===== src/rtl/decoder_pulse_if.sv =====
// Code/handshake bundle between an upstream encoder and the pulse decoder.
interface decoder_pulse_if #(
    parameter int unsigned CNT_W = 8
) ();
    logic             a0;
    logic             a1;
    logic             in_valid;
    logic             in_ready;
    logic             cancel;
    logic             y0;
    logic             y1;
    logic             y2;
    logic             y3;
    logic             busy;
    logic             done;
    logic [CNT_W-1:0] decode_cnt;

    modport master (
        output a0, a1, in_valid, cancel,
        input  in_ready, y0, y1, y2, y3, busy, done, decode_cnt
    );

    modport slave (
        input  a0, a1, in_valid, cancel,
        output in_ready, y0, y1, y2, y3, busy, done, decode_cnt
    );
endinterface


===== src/rtl/decoder_pulse.sv =====
// Sequential 2-to-4 decoder: holds the one-hot line for PULSE_LEN cycles after each accepted
// code, then enforces GAP_LEN idle cycles. Counts accepted codes and pulses done on natural end.
module decoder_pulse #(
    parameter int unsigned PULSE_LEN = 4,
    parameter int unsigned GAP_LEN   = 1,
    parameter int unsigned CNT_W     = 8
) (
    input logic            clk,
    input logic            rst,
    decoder_pulse_if.slave bus
);
    localparam int unsigned MaxLen = (PULSE_LEN > GAP_LEN) ? PULSE_LEN : GAP_LEN;
    localparam int unsigned TimerW = (MaxLen < 1) ? 1 : $clog2(MaxLen + 1);

    typedef enum logic [1:0] {StIdle, StActive, StGap} state_e;

    state_e             state_q, state_d;
    logic [TimerW-1:0]  timer_q, timer_d;
    logic [1:0]         code_q, code_d;
    logic [CNT_W-1:0]   cnt_q, cnt_d;
    logic               done_q, done_d;
    logic [3:0]         y_q, y_d;
    logic               ready_q, ready_d;
    logic               busy_q, busy_d;

    // Next state; timer holds the number of cycles remaining in the current state after this one.
    always_comb begin
        state_d = state_q;
        timer_d = timer_q;
        code_d  = code_q;
        cnt_d   = cnt_q;
        done_d  = 1'b0;
        unique case (state_q)
            StIdle: begin
                if (bus.in_valid) begin
                    code_d  = {bus.a1, bus.a0};
                    cnt_d   = cnt_q + CNT_W'(1);
                    timer_d = TimerW'(PULSE_LEN - 1);
                    state_d = StActive;
                end
            end
            StActive: begin
                if (bus.cancel || timer_q == '0) begin
                    // A cancel, even in the final cycle, suppresses done.
                    done_d = !bus.cancel;
                    if (GAP_LEN > 0) begin
                        timer_d = TimerW'(GAP_LEN - 1);
                        state_d = StGap;
                    end else begin
                        state_d = StIdle;
                    end
                end else begin
                    timer_d = timer_q - TimerW'(1);
                end
            end
            StGap: begin
                if (timer_q == '0) begin
                    state_d = StIdle;
                end else begin
                    timer_d = timer_q - TimerW'(1);
                end
            end
            default: state_d = StIdle;
        endcase
    end

    // Registered outputs are derived from the next state so they line up with it.
    always_comb begin
        y_d     = (state_d == StActive) ? (4'b0001 << code_d) : 4'b0000;
        ready_d = (state_d == StIdle);
        busy_d  = !ready_d;
    end

    // State and output registers with synchronous reset.
    always_ff @(posedge clk) begin
        if (rst) begin
            state_q <= StIdle;
            timer_q <= '0;
            code_q  <= '0;
            cnt_q   <= '0;
            done_q  <= 1'b0;
            y_q     <= 4'b0000;
            ready_q <= 1'b1;
            busy_q  <= 1'b0;
        end else begin
            state_q <= state_d;
            timer_q <= timer_d;
            code_q  <= code_d;
            cnt_q   <= cnt_d;
            done_q  <= done_d;
            y_q     <= y_d;
            ready_q <= ready_d;
            busy_q  <= busy_d;
        end
    end

    assign bus.y0         = y_q[0];
    assign bus.y1         = y_q[1];
    assign bus.y2         = y_q[2];
    assign bus.y3         = y_q[3];
    assign bus.in_ready   = ready_q;
    assign bus.busy       = busy_q;
    assign bus.done       = done_q;
    assign bus.decode_cnt = cnt_q;
endmodule


===== src/flat_wrapper.sv =====
// flat-port wrapper written by rule: the top's interface ports become plain ports
module decoder_pulse_flat 
#(
    parameter int unsigned PULSE_LEN = 4,
    parameter int unsigned GAP_LEN   = 1,
    parameter int unsigned CNT_W     = 8
)
  (clk, rst, bus_a0, bus_a1, bus_in_valid, bus_cancel, bus_in_ready, bus_y0, bus_y1, bus_y2, bus_y3, bus_busy, bus_done, bus_decode_cnt);
  decoder_pulse_if #(.CNT_W(CNT_W)) bus_i ();
  input logic clk;
  input logic rst;
  input wire logic [$bits(bus_i.a0)-1:0] bus_a0;
  input wire logic [$bits(bus_i.a1)-1:0] bus_a1;
  input wire logic [$bits(bus_i.in_valid)-1:0] bus_in_valid;
  input wire logic [$bits(bus_i.cancel)-1:0] bus_cancel;
  output wire logic [$bits(bus_i.in_ready)-1:0] bus_in_ready;
  output wire logic [$bits(bus_i.y0)-1:0] bus_y0;
  output wire logic [$bits(bus_i.y1)-1:0] bus_y1;
  output wire logic [$bits(bus_i.y2)-1:0] bus_y2;
  output wire logic [$bits(bus_i.y3)-1:0] bus_y3;
  output wire logic [$bits(bus_i.busy)-1:0] bus_busy;
  output wire logic [$bits(bus_i.done)-1:0] bus_done;
  output wire logic [$bits(bus_i.decode_cnt)-1:0] bus_decode_cnt;
  assign bus_i.a0 = bus_a0;
  assign bus_i.a1 = bus_a1;
  assign bus_i.in_valid = bus_in_valid;
  assign bus_i.cancel = bus_cancel;
  assign bus_in_ready = bus_i.in_ready;
  assign bus_y0 = bus_i.y0;
  assign bus_y1 = bus_i.y1;
  assign bus_y2 = bus_i.y2;
  assign bus_y3 = bus_i.y3;
  assign bus_busy = bus_i.busy;
  assign bus_done = bus_i.done;
  assign bus_decode_cnt = bus_i.decode_cnt;
  decoder_pulse #(.PULSE_LEN(PULSE_LEN), .GAP_LEN(GAP_LEN), .CNT_W(CNT_W)) u_core (.clk(clk), .rst(rst), .bus(bus_i));
endmodule

===== config.mk =====
export PLATFORM = sky130hd
export DESIGN_NAME = decoder_pulse_flat
export DESIGN_NICKNAME = d
export VERILOG_FILES = /design/src/rtl/decoder_pulse_if.sv /design/src/rtl/decoder_pulse.sv /design/src/flat_wrapper.sv
export SDC_FILE = /design/constraint.sdc
export NUM_CORES = 1
export LEC_CHECK = 0
export ABC_CLOCK_PERIOD_IN_PS = 2100
export BUFFER_PORTS_ARGS = -buffer_cell sky130_fd_sc_hd__buf_2
export CAP_MARGIN = 40
export CORE_UTILIZATION = 52
export DETAILED_ROUTE_END_ITERATION = 12
export HOLD_SLACK_MARGIN = 0.1
export MAX_ROUTING_LAYER = met4
export PLACE_DENSITY = 0.86
export SYNTH_ARGS = -nofsm -noshare
export SYNTH_HDL_FRONTEND = slang
export SYNTH_SLANG_ARGS = --single-unit

===== constraint.sdc =====
create_clock -name clk -period 2.1 [get_ports clk]
set_input_delay 0.42 -clock clk [delete_from_list [all_inputs] [get_ports clk]]
set_output_delay 0.42 -clock clk [all_outputs]
set_load 0.05 [all_outputs]

# After elaboration in Yosys (flattened, before gate mapping)
# Index checks and enable logic that the tools add are counted.
totals:
  ff_bits: 22
  inputBits: 6
  elab_cells: 40
op_classes:
  n_addsub: 2
  n_eq_ne: 5
  n_shift: 1
  mux: 10
  bitwise: 3
  reduce_logical: 11
ops:
  columns: ["cell", "n"]
  rows:
  - ["2-bit 2-to-1 mux", 5]
  - ["3-bit 2-to-1 mux", 3]
  - ["3-bit one-hot mux with 3 select lines", 1]
  - ["8-bit by 1-bit adder with 8-bit output, second input constant", 1]
  - ["2-bit one-hot mux with 3 select lines", 1]
  - ["2-bit by 1-bit equality test with 1-bit output, second input constant", 2]
  - ["2-bit zero test", 2]
  - ["2-bit != test, second input constant", 2]
  - ["1-bit by 2-bit << shifter with 4-bit output, first input constant", 1]
  - ["3-bit zero test", 1]
  - ["1-bit inverter", 3]
  - ["3-bit AND reduction", 1]
  - ["3-bit nonzero test", 1]
  - ["3-bit OR reduction", 1]
  - ["3-bit by 1-bit subtractor with 3-bit output, second input constant", 1]
  - ["2-bit equality test, second input constant", 1]
  - ["1-bit zero test", 2]
  - ["2-bit AND reduction", 1]
  - ["2-bit OR reduction", 1]
  - ["1-bit logical OR", 1]

# Longest topological paths before layout
# Gate-level depths: netlist (run 1).
depth:
  word_depth: 7
  mapped_depth: 7
  mapped_depth_nobuf: 6

# Worst setup path before layout (run 1)
# OpenSTA, ideal clock, no wires.
synth_timing:
  path_type: "reg-to-reg"
  from: "register u_core.state_q[1]"
  to: "register u_core.busy_q (netlist: u_core.bus.busy)"
  setup_ps: 114
  t_arrival_ps: 1438
  slack_ps: 548
  stages_incl_launch_ff: 7
  synth_period_minus_slack_ps: 1552
  cell_sequence: "dfxtp_1 > inv_1 > ha_1 > nor2b_1 > o32a_1 > o211ai_2 > a21bo_1"
synth_between:
  elab_chain_cells: 4
  word_cells_on_any_way: 9
  cone_classes: "eq/ne: 2; mux: 4; reduce/logical: 3"
synth_rtl:
  columns: ["item", "line", "text"]
  rows:
  - ["from (decl)", "decoder_pulse.sv:17", "state_e state_q, state_d;"]
  - ["from (signal assigned)", "decoder_pulse.sv:77", "state_q <= StIdle;"]
  - ["from (signal assigned)", "decoder_pulse.sv:86", "state_q <= state_d;"]
  - ["2-bit equality test, or another cell as far along", "decoder_pulse.sv:33", "unique case (state_q)"]
  - ["2-bit one-hot mux with 3 select lines (*)", "decoder_pulse.sv:33", null]
  - ["2-bit zero test (*)", "decoder_pulse.sv:70", "ready_d = (state_d == StIdle);"]
  - ["1-bit zero test (*)", "decoder_pulse.sv:71", "busy_d = !ready_d;"]
  - ["to (signal assigned)", "decoder_pulse.sv:93", "busy_q <= busy_d;"]
  - ["to (decl)", "decoder_pulse.sv:24", "logic busy_q, busy_d;"]
# Every way passes the cells marked *; elsewhere a longest branch is shown, timed or not.
# A chain may end at the register's enable or synchronous reset.

# Worst setup path in the final report (run 1)
layout_timing:
  from: "register u_core.state_q[1]"
  to: "register u_core.y_q[0]"
layout_between:
  elab_chain_cells: 5
  word_cells_on_any_way: 12
  cone_classes: "eq/ne: 3; shift: 1; mux: 5; bitwise: 1; reduce/logical: 2"
layout_rtl:
  columns: ["item", "line", "text"]
  rows:
  - ["2-bit equality test, or another cell as far along", "decoder_pulse.sv:33", null]
  - ["2-bit one-hot mux with 3 select lines", "decoder_pulse.sv:33", null]
  - ["2-bit by 1-bit equality test with 1-bit output", "decoder_pulse.sv:69", "y_d = (state_d == StActive) ? (4'b0001 << code_d) : 4'b0000;"]
  - ["1-bit inverter (no line)", null, null]
  - ["2-bit OR reduction (no line)", null, null]
  - ["to (signal assigned)", "decoder_pulse.sv:91", "y_q <= y_d;"]
  - ["to (decl)", "decoder_pulse.sv:22", "logic [3:0] y_q, y_d;"]
# Several ways; a longest one is shown, not always the timed one.

==> out/metrics.cfg, run 1 <==
[clock_tree]
clkTransAtPathRegs_ns = 0.11
cts_h_tree_lvls = 1
cts.sink_count = 22
clockBufferDepth = 2
tritoncts.num_buffers = 3
cts_resized = 0
post-cts-setup-buffers = 0
clock_tree_from_tritoncts = done
clk_latency_ns = 0.31
clock_tree.root_cell = clkbuf_4
cts.hold.buffers_added = 0

[grt]
globalRouteMet3Util_pct = 7.31
global_routing_usage_on_met1_pct = 22.5
number_of_antenna_violations_at_the_first_check_in_global_routing = 0
grt_pass1_wl_um = 2930
global_routing_met2_resource_utilization_pct = 31.9
maximum_number_of_pins_on_one_net_before_global_route_repair = 16
grt_pass1_vias = 690
grt.busiest_layer = met2
globalRouteOverflowTotal = 0
track_usage_pct = 19.9

[critical_path]
cp-end-kind = register
crit_fanout = 12
worst_ep_required_time_ns = 2.33
worstSetupPathType = reg -> reg
crit_arrival_ns = 2.01
r2r_end = u_core.y_q[0]
critPathMaxStageDelay_ns = 0.43
cp_cell_sequence = inv_1, ha_1, and2_4, mux2i_1, nand2_1, nor3_2
critPathSlowestCell = mux2i_1
critical_path.startpoint_type = register
regToRegSetupSlack_ns = 0.32
regToRegStartpoint = u_core.state_q[1]
ff2ff_path_depth = 6

[logic_synthesis]
synthMostInstantiatedCell = dfxtp_1
number_of_flops_mapped_to_enable_cells_by_yosys = 0
synth_fp_nets = 112
synthFlopType = dfxtp_1
avgSynthCellArea_um2 = 10.5
synth.distinct_cells = 36
ys_seq_elements = 22
synth_sequential_area_ratio_pct = 42.3
synthesis.area_um2 = 1040
yosys-top-cells-area = dfxtp_1 (42%), ha_1 (8.4%), xor2_1 (5.0%)
synth_top_cell_area_share_pct = 42.3
ys_async_sr_fraction_pct = 0
synth_cells = 99
ys.warnings.count = 0
synthTopCellsByCount = dfxtp_1 (22), nor2_1 (13), ha_1 (7)
synth.largest_area_cell = dfxtp_1

[place]
dp_hpwl_um = 1400
postPlaceCellArea_um2 = 1150
finalWeightedCongestion = 0.860
numPortBuffers = 20

[drt]
vias = 774
drt-initial-drc-count = 18
drcViolationCount = 0
drtAntennaViolNets = 0
route.detailed.wl_per_inst_um = 12.3
totalWireLength_um = 1800
first_pass_iters = 4
via_per_inst = 5.30

[die]
fp-row-count = 15
initial_core_utilization_pct = 57.8
die_w_um = 46.8
ioPinCount = 21
die_boundary_height_um = 46.8
die_area_um2 = 2190
core-area_um2 = 1800

[run_status]
run_status = finished, final reports clean

[sta]
worst_slew_pin_slew_ns = 0.423
final_worst_path_period_need_ns = 1.78
slew_headroom_pct = 71.0
grt_setup_unrepaired = false
totalNegativeSetupSlack_ns = 0
period_share_pct = 84.7
max_freq_mhz = 562
hold_violations = 0
max_transition_viols_final = 0
setup-violations-final = 0
skew_ns = 0.00336

[power]
clockPowerShare_pct = 17.4
worst_ir_drop_vdd_v = 0.000985
power.switching_mw = 0.524
internal_power_mw = 0.781
power_frac_seq_pct = 40.0
switching_share_of_power_pct = 40.2
cellPowerDensity_nw_per_um2 = 1100
combinationalPowerShare_pct = 42.6
static-leakage-power_nw = 0.540

[min_path]
hold_end = u_core.bus.done
min-delay-start = bus_cancel
hold_depth = 4
hp-class = in -> reg

[final_layout]
antenna_cells_inserted = 0
finish.net_count = 135
syn_to_final_growth_pct = 13.8
drive_gt1_share_pct = 29.8
fill_cells = 152
total_area_of_sequential_cells_um2 = 440
area_occupied_by_multi_input_gates_um2 = 559
post-route-cell-area_um2 = 1190

[run]
cap_violations = 0

==> cell type report <==
type | instances | area share [%]
Multi-Input combinational cell | 70 | 47.2
Sequential cell | 22 | 37.1
Timing Repair Buffer | 20 | 8.44
Clock buffer | 4 | 3.06
Tap cell | 25 | 2.64
Inverter | 5 | 1.58
==> registers in the layout (all words and copies together) (netlist names) <==
name and count:
u_core.bus.decode_cnt 8, u_core.y_q 4, u_core.bus.busy 1, u_core.bus.in_ready 1
u_core.timer_q 3, u_core.state_q 2, u_core.bus.done 1, u_core.code_q 2
==> worst max path at each step <==
stage	start	to	slack, ns	cells past startpoint
after global placement	u_core.state_q[1]	u_core.y_q[2]	0.46	5
after global routing	u_core.state_q[1]	u_core.y_q[0]	0.16	6
after CTS	u_core.state_q[1]	u_core.y_q[0]	0.31	6
final	u_core.state_q[1]	u_core.y_q[0]	0.32	6
after detailed placement	u_core.state_q[1]	u_core.y_q[0]	0.35	6
after floorplan	u_core.state_q[1]	u_core.bus.busy	0.55	6
==> per-layer routing <==
| layer | share of wire (%) | vias to the layer above | wire length [µm] |
|---|---|---|---|
| li1 | - | 387 | - |
| met1 | 45 | 348 | 800 |
| met3 | 6.7 | 7 | 121 |
| met2 | 47 | 32 | 847 |
| met4 | 1.4 | 0 | 25 |
| met5 | 0 | - | 0 |
==> worst max-delay path: cells and delay by family (launching register included) <==
family | cells | cell delay (ns)
fa+ha+maj | 1 | 0.25
mux | 1 | 0.43
flops | 1 | 0.34
buf+inv | 1 | 0.14
simple gates | 3 | 0.54
==> cells in the final DEF (no fill, tap or decap), types with 3 or more instances in the layout <==
cell	netlist	final
buf_2	0	20
clkbuf_4	0	3
dfxtp_1	22	22
ha_1	7	7
inv_1	5	5
nand2_1	5	5
nand4_1	4	4
nor2_1	13	13
nor2b_1	3	3
xor2_1	6	6
==> logic make-up (layout without fill, tap and decap cells) <==
| logic type | count (synthesis) | in the layout | synth area share [%] |
|---|---|---|---|
| multiplexers | 2 | 2 | 3.12 |
| XOR/XNOR | 7 | 7 | 5.88 |
| flip-flops | 22 | 22 | 42.3 |
| AND/OR/NAND/NOR | 40 | 40 | 24.0 |
| buffers and inverters | 7 | 29 | 4.08 |
| adder cells (fa/ha/maj) | 7 | 7 | 8.40 |
| AO/OA/AOI/OAI | 14 | 14 | 12.2 |
==> power groups by stage <==
stage | registers, mW | logic, mW | clock network, mW
global placement | 0.525 | 0.535 | 0
detailed placement | 0.530 | 0.558 | 0
floorplan | 0.656 | 0.343 | 0
global route | 0.530 | 0.600 | 0.253
CTS | 0.522 | 0.558 | 0.237
finish | 0.522 | 0.556 | 0.228
==> metrics by stage <==
stage / utilization, % / setup slack, ns / hold WS [ns] / cells / power (mW)
final: 65.8 / 0.321 / 0.398 / 146 / 1.31
after global placement: 63.8 / 0.458 / 0.479 / 142 / 1.06
after CTS: 65.8 / 0.309 / 0.385 / 146 / 1.32
after detailed placement: 63.8 / 0.352 / 0.512 / 142 / 1.09
after floorplan: - / 0.548 / 0.467 / 99 / 0.999
after global routing: 65.8 / 0.156 / 0.393 / 146 / 1.38
Power figures use the tool's default switching activity.
==> run 2: changes to the inputs <==
ABC_CLOCK_PERIOD_IN_PS = 1500   (was 2100)
CORE_UTILIZATION = 47   (was 52)
PLACE_DENSITY = 0.83   (was 0.86)
clock period = 1.5 ns   (was 2.1 ns; I/O delays follow)
==> out/metrics.cfg, run 2 (synthesis results as in run 1) <==
[critical_path]
cp_cell_sequence = inv_4, ha_4, and2_4, o32a_1, o211ai_4, buf_4, nor4_2
critPathMaxStageDelay_ns = 0.39
critPathSlowestCell = dfxtp_4
critical_path.startpoint_type = register
crit_fanout = 7
worst_ep_required_time_ns = 1.73
cp-end-kind = register
worstSetupPathType = reg -> reg
crit_arrival_ns = 1.75

[sta]
grt_setup_unrepaired = true
hold_violations = 0
worst_slew_pin_slew_ns = 0.277
max_transition_viols_final = 0
slew_headroom_pct = 81.4
skew_ns = 0.00127
final_worst_path_period_need_ns = 1.52
max_freq_mhz = 658
setup_slack_ns = -0.0200
totalNegativeSetupSlack_ns = -0.0398
hold_ws_ns = 0.285
period_share_pct = 101
setup-violations-final = 3

[place]
placed_cells = 152
postPlaceCellArea_um2 = 1250
dp_hpwl_um = 1550
dp_slack_ns = -0.0786
numPortBuffers = 20
finalWeightedCongestion = 0.836

[min_path]
hp-class = in -> reg

[clock_tree]
clkTransAtPathRegs_ns = 0.12
cts_h_tree_lvls = 1
clk_latency_ns = 0.31
cts.sink_count = 22
clock_tree.root_cell = clkbuf_4
cts.hold.buffers_added = 0
clock_tree_from_tritoncts = done
clockBufferDepth = 2
tritoncts.num_buffers = 3

[die]
die_boundary_height_um = 49.1
core-area_um2 = 2020
die_w_um = 49.1
initial_core_utilization_pct = 51.5
ioPinCount = 21
die_area_um2 = 2410
fp-row-count = 16

[grt]
track_usage_pct = 20.1
globalRouteOverflowTotal = 0
grt_pass1_wl_um = 3570
number_of_antenna_violations_at_the_first_check_in_global_routing = 0
grt_pass1_vias = 848
maximum_number_of_pins_on_one_net_before_global_route_repair = 15

[drt]
drcViolationCount = 0
drt-initial-drc-count = 6
vias = 850
route.detailed.wl_per_inst_um = 14.0
first_pass_iters = 4
drtAntennaViolNets = 0
totalWireLength_um = 2270
via_per_inst = 5.25

[run_status]
violations = negative setup slack
run_status = finished, violations left

[power]
static-leakage-power_nw = 0.633
worst_ir_drop_vdd_v = 0.00156
cellPowerDensity_nw_per_um2 = 1600

[final_layout]
final_cell_count_no_fill = 162
post-route-cell-area_um2 = 1430
syn_to_final_growth_pct = 36.7
drive_gt1_share_pct = 50.4
finish.net_count = 149
antenna_cells_inserted = 0
layout.cells.most_common_list = buf_2 (20), dfxtp_1 (18), nor2_1 (13), buf_4 (13), xor2_1 (6)
number_of_flip_flops_under_the_largest_register_name = 8
most_frequent_standard_cell_in_the_layout_excluding_fill_and_tap_cells = buf_2

[run]
cap_violations = 0

-- run 2: changes by cell type in the layout (fill, tap and decap cells not counted), sizes merged --
cell,previous run,this run
clkbuf,4,3
buf,20,34
bufinv,0,1
-- run 2: timing repair --
| action | 4_1_cts | 5_1_grt |
|---|---|---|
| setup buffers | 5 | 1 |
| gates resized for setup | 6 | 13 |
| setup endpoints to repair | 9 | 9 |
| pin swaps | 6 | 4 |
-- run 2: layout make-up --
class                      instances  area, µm²
clock inverter                     1       30.0
multi-input combinational         70        656
inverter                           5       23.8
sequential                        22        450
tap                               27       33.8
timing repair buffer              34        209
fill                             160        597
clock buffer                       3       22.5
-- run 2: layer usage --
layer,up-vias,GRT usage [%],wire (µm)
li1,418,-,-
met1,410,20.3,919
met2,20,37.4,1240
met3,2,6.85,93
met4,0,2.94,8
met5,-,-,0
-- run 2: metrics by stage --
| stage | power [mW] | util [%] |
|---|---|---|
| floorplan | 1.45 | - |
| global placement | 1.61 | 62.1 |
| detailed placement | 1.64 | 62.1 |
| CTS | 2.18 | 67.5 |
| global route | 2.41 | 70.5 |
| finish | 2.29 | 70.5 |
-- run 2: worst max-delay path, delay by kind of cell (launching register included) --
kind,cells,cell delay [ns]
adders and majority gates,1,0.16
and+or+nand+nor,2,0.33
buffers and inverters,2,0.24
DFF,1,0.39
AOI/OAI and AO/OA,2,0.33
-- run 2: report_power, final --
part	internal [mW]	leakage, nW	switching [mW]
clock network	0.270	0.0279	0.184
registers	0.685	0.181	0.0679
logic	0.465	0.424	0.615
total	1.42	0.633	0.866
-- run 2: final timing paths --
| check | startpoint | end | slack, ns | cells past startpoint |
|---|---|---|---|---|
| max | u_core.state_q[0] | u_core.y_q[3] | -0.02 | 7 |
| max reg2reg | u_core.state_q[0] | u_core.y_q[3] | -0.02 | 7 |
| min | bus_a0 | u_core.code_q[0] | 0.28 | 3 |
| min reg2reg | u_core.bus.decode_cnt[1] | u_core.bus.decode_cnt[1] | 0.51 | 2 |
==> run 3: changes to the inputs <==
ABC_CLOCK_PERIOD_IN_PS = 1350   (was 1500)
HOLD_SLACK_MARGIN = 0.12   (was 0.1)
RECOVER_POWER = 50   (was unset)
clock period = 1.35 ns   (was 1.5 ns; I/O delays follow)
==> out/metrics.cfg, run 3 (synthesis results as in run 1) <==
[clock_tree]
cts_h_tree_lvls = 1
clk_latency_ns = 0.32
clock_tree_from_tritoncts = done
tritoncts.num_buffers = 3
cts.hold.buffers_added = 0
clockBufferDepth = 2
clkTransAtPathRegs_ns = 0.14
cts.sink_count = 22
clock_tree.root_cell = clkbuf_4

[sta]
skew_ns = 0.0219
setup-violations-final = 20
hold_violations = 0
grt_setup_unrepaired = true
max_freq_mhz = 639
setup_slack_ns = -0.215
worst_slew_pin_slew_ns = 0.350
hold_ws_ns = 0.274
totalNegativeSetupSlack_ns = -2.16
period_share_pct = 116
final_worst_path_period_need_ns = 1.56
max_transition_viols_final = 0
slew_headroom_pct = 76.6

[critical_path]
r2r_end = u_core.y_q[2]
ff2ff_path_depth = 6
cp-end-kind = register
critPathMaxStageDelay_ns = 0.40
crit_arrival_ns = 1.81
crit_fanout = 5
worstSetupPathType = reg -> reg
critical_path.startpoint_type = register
regToRegStartpoint = u_core.state_q[0]
critPathSlowestCell = dfxtp_4
cp_cell_sequence = inv_4, ha_4, and2_4, buf_12, mux2i_4, nor4b_2
regToRegSetupSlack_ns = -0.21
worst_ep_required_time_ns = 1.60

[run]
cap_violations = 0

[grt]
track_usage_pct = 23.0
globalRouteOverflowTotal = 0
grt_pass1_vias = 893
number_of_antenna_violations_at_the_first_check_in_global_routing = 0
grt_pass1_wl_um = 4020
maximum_number_of_pins_on_one_net_before_global_route_repair = 15

[place]
dp_slack_ns = -0.172
numPortBuffers = 20
finalWeightedCongestion = 0.813
dp_hpwl_um = 1560

[drt]
drtAntennaViolNets = 0
totalWireLength_um = 2820
vias = 910
route.detailed.wl_per_inst_um = 16.7
via_per_inst = 5.38
drcViolationCount = 0
drt-initial-drc-count = 31
first_pass_iters = 4

[die]
core-area_um2 = 2020
die_boundary_height_um = 49.1
fp-row-count = 16
die_area_um2 = 2410
die_w_um = 49.1
initial_core_utilization_pct = 51.5
ioPinCount = 21

[final_layout]
layout.cells.most_common_list = buf_2 (20), buf_4 (16), dfxtp_1 (14)
most_frequent_standard_cell_in_the_layout_excluding_fill_and_tap_cells = buf_2
syn_to_final_growth_pct = 48.5
fill_cells = 127
antenna_cells_inserted = 0
finish.net_count = 156
number_of_flip_flops_under_the_largest_register_name = 8
drive_gt1_share_pct = 57.0

[run_status]
violations = negative setup slack
run_status = finished, violations left

[power]
cellPowerDensity_nw_per_um2 = 1800
worst_ir_drop_vdd_v = 0.00141
static-leakage-power_nw = 0.690
design_power_total_mw = 2.79

[min_path]
hp-class = in -> reg
min-delay-start = bus_a0
hold_depth = 3
hold_end = u_core.code_q[0]

==> run 3: where the power goes <==
group	switching, mW	leakage [nW]	internal (mW)
clock network	0.213	0.0279	0.300
registers	0.0825	0.183	0.764
logic	0.781	0.479	0.650
total	1.08	0.690	1.71
==> run 3: final cells by class <==
| cell class | count | area (µm²) | area share, % |
|---|---|---|---|
| Clock buffer | 3 | 22.5 | 1.46 |
| Multi-Input combinational cell | 70 | 697 | 45.0 |
| Sequential cell | 22 | 455 | 29.4 |
| Inverter | 5 | 23.8 | 1.54 |
| Timing Repair Buffer | 41 | 285 | 18.4 |
| Clock inverter | 1 | 30.0 | 1.94 |
| Tap cell | 27 | 33.8 | 2.18 |
==> run 3: timing repair <==
item	CTS	global route
gates resized for setup	13	12
setup endpoints to repair	19	21
buffers inserted	2	5
pin swaps	11	3
cloned	0	0
==> run 3: worst max-delay path: cells and delay by family (launching register included) <==
family,cells,cell delay [ns]
flops,1,0.40
buf+inv,2,0.19
mux,1,0.35
simple gates,2,0.41
fa+ha+maj,1,0.15
==> run 3: metal layers <==
metal	global-route usage [%]	wire [µm]	vias to the layer above
li1	-	-	431
met2	39.7	1380	48
met4	11.3	88	0
met5	-	0	-
met3	3.43	168	8
met1	25.6	1180	423
==> run 3: stage by stage <==
| stage | std cells | cell area, µm² | utilization [%] |
|---|---|---|---|
| after global placement | 159 | 1320 | 65.3 |
| after global routing | 169 | 1550 | 76.5 |
| after detailed placement | 159 | 1320 | 65.3 |
| after floorplan | 99 | 1100 | - |
| after CTS | 165 | 1460 | 72.2 |
| final | 169 | 1550 | 76.5 |
==> run 3: worst max path at each step <==
stage,start,cells past startpoint,endpoint,slack (ns)
2_1_floorplan,u_core.state_q[1],6,u_core.bus.busy,-0.13
3_3_place_gp,u_core.state_q[0],5,u_core.y_q[2],-0.13
3_5_place_dp,u_core.state_q[0],6,u_core.y_q[1],-0.17
4_1_cts,u_core.state_q[1],6,u_core.bus.busy,-0.18
5_1_grt,u_core.state_q[0],7,u_core.y_q[0],-0.27
6_report,u_core.state_q[0],6,u_core.y_q[2],-0.21
